==> config.mk <==
export PLATFORM = sky130hd
export DESIGN_NAME = button_conditioner
export DESIGN_NICKNAME = d
export VERILOG_FILES = /design/src/rtl/rtc_pkg.sv /design/src/rtl/btn_channel.sv /design/src/rtl/button_conditioner.sv
export SDC_FILE = /design/constraint.sdc
export NUM_CORES = 1
export LEC_CHECK = 0
export ABC_AREA = 0
export ABC_CLOCK_PERIOD_IN_PS = 3400
export BUFFER_PORTS_ARGS = -buffer_cell sky130_fd_sc_hd__clkbuf_2
export CORE_MARGIN = 10
export CORE_UTILIZATION = 30
export CTS_CLUSTER_SIZE = 40
export DETAILED_ROUTE_END_ITERATION = 10
export PLACE_DENSITY = 0.55
export SYNTH_ARGS = -nofsm -noshare
export SYNTH_HDL_FRONTEND = slang
export SYNTH_SLANG_ARGS = --single-unit
==> constraint.sdc <==
create_clock -name clk_i -period 3.4 [get_ports clk_i]
set_input_delay 0 -clock clk_i [delete_from_list [all_inputs] [get_ports clk_i]]
set_output_delay 0 -clock clk_i [all_outputs]
set_load 0.02 [all_outputs]
==> src/rtl/rtc_pkg.sv <==
// Shared constants for the front-panel button conditioning path.
package rtc_pkg;

    localparam logic [1:0] ST_IDLE   = 2'd0;
    localparam logic [1:0] ST_DELAY  = 2'd1;
    localparam logic [1:0] ST_REPEAT = 2'd2;

    localparam int unsigned BTN_TEST = 0;
    localparam int unsigned BTN_HR   = 1;
    localparam int unsigned BTN_MIN  = 2;

endpackage

==> src/rtl/btn_channel.sv <==
// One button: 2-FF synchroniser, counter debouncer, press pulse and hold-to-repeat stepper.
module btn_channel
    import rtc_pkg::*;
#(
    parameter int unsigned DEBOUNCE_CYC  = 500000,
    parameter int unsigned REPEAT_DELAY  = 50000000,
    parameter int unsigned REPEAT_PERIOD = 12500000,
    parameter bit          REPEAT_EN     = 1'b1
) (
    input  logic clk,
    input  logic rst,
    input  logic raw,
    output logic level,
    output logic press,
    output logic step
);

    localparam int unsigned MAX_AB  = (DEBOUNCE_CYC > REPEAT_DELAY) ? DEBOUNCE_CYC : REPEAT_DELAY;
    localparam int unsigned MAX_ALL = (MAX_AB > REPEAT_PERIOD) ? MAX_AB : REPEAT_PERIOD;
    localparam int unsigned CNT_W   = $clog2(MAX_ALL) + 1;

    logic [1:0]       sync_ff;
    logic [CNT_W-1:0] deb_cnt;
    logic [CNT_W-1:0] deb_cnt_nxt;
    logic             level_nxt;
    logic             rise_c;
    logic [1:0]       state;
    logic [1:0]       state_nxt;
    logic [CNT_W-1:0] rep_cnt;
    logic [CNT_W-1:0] rep_cnt_nxt;
    logic             step_nxt;

    // Debounce: accept the synchronised level after DEBOUNCE_CYC consecutive differing cycles.
    always_comb begin
        level_nxt   = level;
        deb_cnt_nxt = '0;
        if (sync_ff[1] != level) begin
            if (deb_cnt == CNT_W'(DEBOUNCE_CYC - 1)) begin
                level_nxt = sync_ff[1];
            end else begin
                deb_cnt_nxt = deb_cnt + CNT_W'(1);
            end
        end
    end

    assign rise_c = level_nxt & ~level;

    // Repeat FSM looks at the next level so a release on a firing cycle suppresses the pulse.
    always_comb begin
        state_nxt   = state;
        rep_cnt_nxt = rep_cnt;
        step_nxt    = 1'b0;
        if (!REPEAT_EN) begin
            state_nxt   = ST_IDLE;
            rep_cnt_nxt = '0;
            step_nxt    = rise_c;
        end else if (!level_nxt) begin
            state_nxt   = ST_IDLE;
            rep_cnt_nxt = '0;
        end else begin
            case (state)
                ST_IDLE: begin
                    if (rise_c) begin
                        state_nxt   = ST_DELAY;
                        rep_cnt_nxt = '0;
                        step_nxt    = 1'b1;
                    end
                end
                ST_DELAY: begin
                    if (rep_cnt == CNT_W'(REPEAT_DELAY - 1)) begin
                        state_nxt   = ST_REPEAT;
                        rep_cnt_nxt = '0;
                        step_nxt    = 1'b1;
                    end else begin
                        rep_cnt_nxt = rep_cnt + CNT_W'(1);
                    end
                end
                ST_REPEAT: begin
                    if (rep_cnt == CNT_W'(REPEAT_PERIOD - 1)) begin
                        rep_cnt_nxt = '0;
                        step_nxt    = 1'b1;
                    end else begin
                        rep_cnt_nxt = rep_cnt + CNT_W'(1);
                    end
                end
                default: begin
                    state_nxt   = ST_IDLE;
                    rep_cnt_nxt = '0;
                end
            endcase
        end
    end

    always_ff @(posedge clk) begin
        if (rst) begin
            sync_ff <= '0;
            level   <= 1'b0;
            deb_cnt <= '0;
            press   <= 1'b0;
            state   <= ST_IDLE;
            rep_cnt <= '0;
            step    <= 1'b0;
        end else begin
            sync_ff <= {sync_ff[0], raw};
            level   <= level_nxt;
            deb_cnt <= deb_cnt_nxt;
            press   <= rise_c;
            state   <= state_nxt;
            rep_cnt <= rep_cnt_nxt;
            step    <= step_nxt;
        end
    end

endmodule

==> src/rtl/button_conditioner.sv <==
// Front-panel button conditioner: one independent btn_channel per button.
module button_conditioner
    import rtc_pkg::*;
#(
    parameter int unsigned       N_BTN         = 3,
    parameter int unsigned       DEBOUNCE_CYC  = 500000,
    parameter int unsigned       REPEAT_DELAY  = 50000000,
    parameter int unsigned       REPEAT_PERIOD = 12500000,
    parameter logic [N_BTN-1:0]  REPEAT_MASK   = 3'b110
) (
    input  logic             clk_i,
    input  logic             rst_i,
    input  logic [N_BTN-1:0] btn_raw_i,
    output logic [N_BTN-1:0] level_o,
    output logic [N_BTN-1:0] press_o,
    output logic [N_BTN-1:0] step_o
);

    for (genvar i = 0; i < N_BTN; i++) begin : g_chan
        btn_channel #(
            .DEBOUNCE_CYC  (DEBOUNCE_CYC),
            .REPEAT_DELAY  (REPEAT_DELAY),
            .REPEAT_PERIOD (REPEAT_PERIOD),
            .REPEAT_EN     (REPEAT_MASK[i])
        ) u_chan (
            .clk   (clk_i),
            .rst   (rst_i),
            .raw   (btn_raw_i[i]),
            .level (level_o[i]),
            .press (press_o[i]),
            .step  (step_o[i])
        );
    end

endmodule
==> impl_metrics.toml <==
[floorplanning]
core_sq_um = 24200
dieWidth_microns = 176
start_util_pct = 30.2
die_area_sq_um = 31000
dieHeight_microns = 176
pin_count = 14
row_count = 57

[sta]
slew_headroom_pct = 34.3
period_minus_slack_ns = 2.68
fin_skew_ns = 0.0105
layout_setup_ws_ns = 0.719
rsz0062_at_grt = "no"
finalSetupViolations = 0
worst_pin_slew_ns = 0.986
hold_viol_final = 0
fin_crit_sh_pct = 78.9
setup_tns_ns = 0
timing.fmax_mhz = 373
slew_viol_final = 0

[synthesis]
synth_top_area_cell = "dfxtp_1"
synthCells = 829
ys_ff_latch = 153
syn_area_sq_um = 7310
syn_avg_cell_area_sq_um = 8.82
ys_async_sr_fraction_pct = 0
yosysTopAreaCellShare_pct = 41.9
netlist_top_cells_area = "dfxtp_1 (42%), xnor2_1 (7.5%), nor2_1 (7.4%), xor2_1 (6.1%), nand4_1 (3.3%)"
synth_warnings = 0
synth-edff-count = 0
synth_ff_type = "dfxtp_1"
yosysUniqueCellTypes = 59
ys_seq_area_share_pct = 41.9
syn_nets = 849

[power_and_ir_drop]
ir_drop_mv = 0.282
power_density_nw_per_um2 = 453
pwr-share-clk_pct = 51.1
p_seq_share_pct = 48.2
switching_share_pct = 20.6
intPower_w = 0.00296
power_switching_w = 0.000768
power_leakage_nw = 2.43
power_frac_comb_pct = 0.6

[clock_tree]
cts_buffer_depth = 2
root_buffer = "clkbuf_16"
post-cts-setup-buffers = 0
cts_tree = "yes"
ctsHoldBuffers = 3
clkLatencyLatePin_ns = 0.43
cts_resized = 0
clkTransAtPathRegs_ns = 0.06
cts_inserted_buffers = 17
htree_num_levels = 4
clock-sinks = 153

[detailed_routing]
drtAntennaViolNets = 0
dr.pass1.iters = 4
avgRoutedWirePerCell_microns = 12.3
vias_per_cell = 4.67
vias = 5468
drtIter0Drc = 318
drc_errors = 0
routed_wl_microns = 14500

[job]
cap_viol_max_count = 0

[setup_path]
setup.worst_path.start_class = "flip-flop"
critical_path_buf_inv_count = 0
slowest_delay_ns = 0.67
cp_max_fo = 26
criticalPathCategory = "flip-flop to flip-flop"
reg2reg_slack_ns = 0.72
r2r_start = "g_chan[1].u_chan.deb_cnt[0]$_SDFF_PP0_"
cp_slowest_cell = "o31a_1"
worstReg2RegEnd = "g_chan[1].u_chan.rep_cnt[5]$_SDFFE_PP0P_"
cp_top_family = "compound AO/OA/AOI/OAI gates"
path_cells = "ha_1, and3_1, nand4_1, o31a_1, o21ai_4, nor2_1"
arrival_ns = 2.96
reg2regPathDepth = 6
worstPathRequired_ns = 3.68
crit_path_end_kind = "flip-flop"

[status]
outcome = "complete, no violations"

[finish]
fill_cells = 2489
area_growth_pct = 12.6
drive_gt1_share_pct = 8.61
diodes = 0
final_nets = 856

[placement]
numPortBuffers = 13
preCtsSetupSlack_ns = 0.678
hpwl_microns = 9900
gp_congestion = 0.771

[global_route]
overflow = 0
grt_pass1_vias = 5058
grt_max_degree = 28
grt_pass1_wl_microns = 24700
grt.total_usage_pct = 9.51
antenna_found_initial = 0

[hold_path]
min_path_type = "input port to flip-flop"
whs_endpoint = "g_chan[2].u_chan.sync_ff[0]$_SDFF_PP0_"
min_from = "rst_i"
hold_depth = 2
## placed cells by master, fill, tap and decap left out, drive strengths merged, types with 20 or more instances in the layout
cell type,n
dfxtp,153
nor2,145
xnor2,63
nand2,55
xor2,51
nand3,46
nand4,38
clkbuf,34
nor3,27
nor4,22
and3,20
## worst max-delay path by stage
stage / from / to / slack (ns) / cells past startpoint
6_report: g_chan[1].u_chan.deb_cnt[0]$_SDFF_PP0_ / g_chan[1].u_chan.rep_cnt[5]$_SDFFE_PP0P_ / 0.72 / 6
5_1_grt: g_chan[1].u_chan.deb_cnt[0]$_SDFF_PP0_ / g_chan[1].u_chan.rep_cnt[5]$_SDFFE_PP0P_ / 0.45 / 6
4_1_cts: g_chan[1].u_chan.deb_cnt[0]$_SDFF_PP0_ / g_chan[1].u_chan.rep_cnt[18]$_SDFFE_PP0P_ / 0.67 / 6
2_1_floorplan: g_chan[1].u_chan.deb_cnt[0]$_SDFF_PP0_ / g_chan[1].u_chan.rep_cnt[9]$_SDFFE_PP0P_ / 1.32 / 10
3_5_place_dp: g_chan[1].u_chan.deb_cnt[0]$_SDFF_PP0_ / g_chan[1].u_chan.rep_cnt[24]$_SDFFE_PP0P_ / 0.68 / 6
3_3_place_gp: g_chan[1].u_chan.deb_cnt[0]$_SDFF_PP0_ / g_chan[1].u_chan.rep_cnt[0]$_SDFFE_PP0P_ / 0.77 / 6
## kinds of logic (layout without fill, tap and decap cells)
| family | after synthesis | count (layout) | share of synthesized area [%] |
|---|---|---|---|
| AOI/OAI and AO/OA | 60 | 60 | 5.36 |
| xor gates and xnor gates | 114 | 114 | 13.7 |
| adders and majority gates | 15 | 15 | 2.57 |
| buffers and inverters | 53 | 72 | 4.11 |
| DFF | 153 | 153 | 41.9 |
| muxes | 4 | 4 | 0.548 |
| and+or+nand+nor | 430 | 430 | 31.9 |
## area by class of cell
class                      instances  area (sq um)  share of cell area (%)
clock inverter                    10           116                    1.41
clock buffer                      21           480                    5.84
tap                              324           405                    4.93
inverter                          17          63.8                   0.775
timing repair buffer              24           155                    1.89
sequential                       153          3060                    37.2
multi-input combinational        623          3950                    47.9
## synthesized netlist by cell type, types with 13 or more instances
master	count
and3_1	20
nand3_1	46
nand2_1	55
nor4_1	16
inv_1	17
nor3_1	22
ha_1	15
nor2b_1	13
nor2_1	145
a21oi_1	19
or3_1	14
dfxtp_1	153
nand4_1	38
xnor2_1	63
o21ai_0	15
xor2_1	51
## state kept, by name, summed over array words and instances (netlist names)
register,cells
g_chan.u_chan.deb_cnt,81
g_chan.u_chan.level,3
g_chan.u_chan.press,3
g_chan.u_chan.rep_cnt,54
g_chan.u_chan.state,4
g_chan.u_chan.step,2
g_chan.u_chan.sync_ff,6
## routing by layer
metal / track usage (%) / vias to the layer above / routed length [microns]
met2: 14.0 / 53 / 6180
met1: 13.1 / 2510 / 7570
met3: 2.82 / 15 / 548
li1: - / 2890 / -
met5: 0 / - / 0
met4: 2.83 / 0 / 152
## power by group through the flow
stage	clock [W]	sequential [W]	combinational (W)
after CTS	0.00196	0.00180	0.0000241
after global placement	0	0.00184	0.0000211
after detailed placement	0	0.00184	0.0000214
final	0.00191	0.00180	0.0000233
after floorplan	0	0.00184	0.0000136
after global routing	0.00204	0.00180	0.0000266
## metrics by stage
stage               area [sq um]  hold WS [ns]  power, W  utilization, %  instances
finish                      8230        0.0278   0.00373            34.0       1172
global route                8230        0.0499   0.00387            34.0       1172
CTS                         8230        0.0340   0.00379            34.0       1172
detailed placement          7600         0.219   0.00186            31.4       1138
global placement            7600         0.214   0.00186            31.4       1138
floorplan                   7310         0.128   0.00185               -        829
Power figures use the tool's default switching activity.
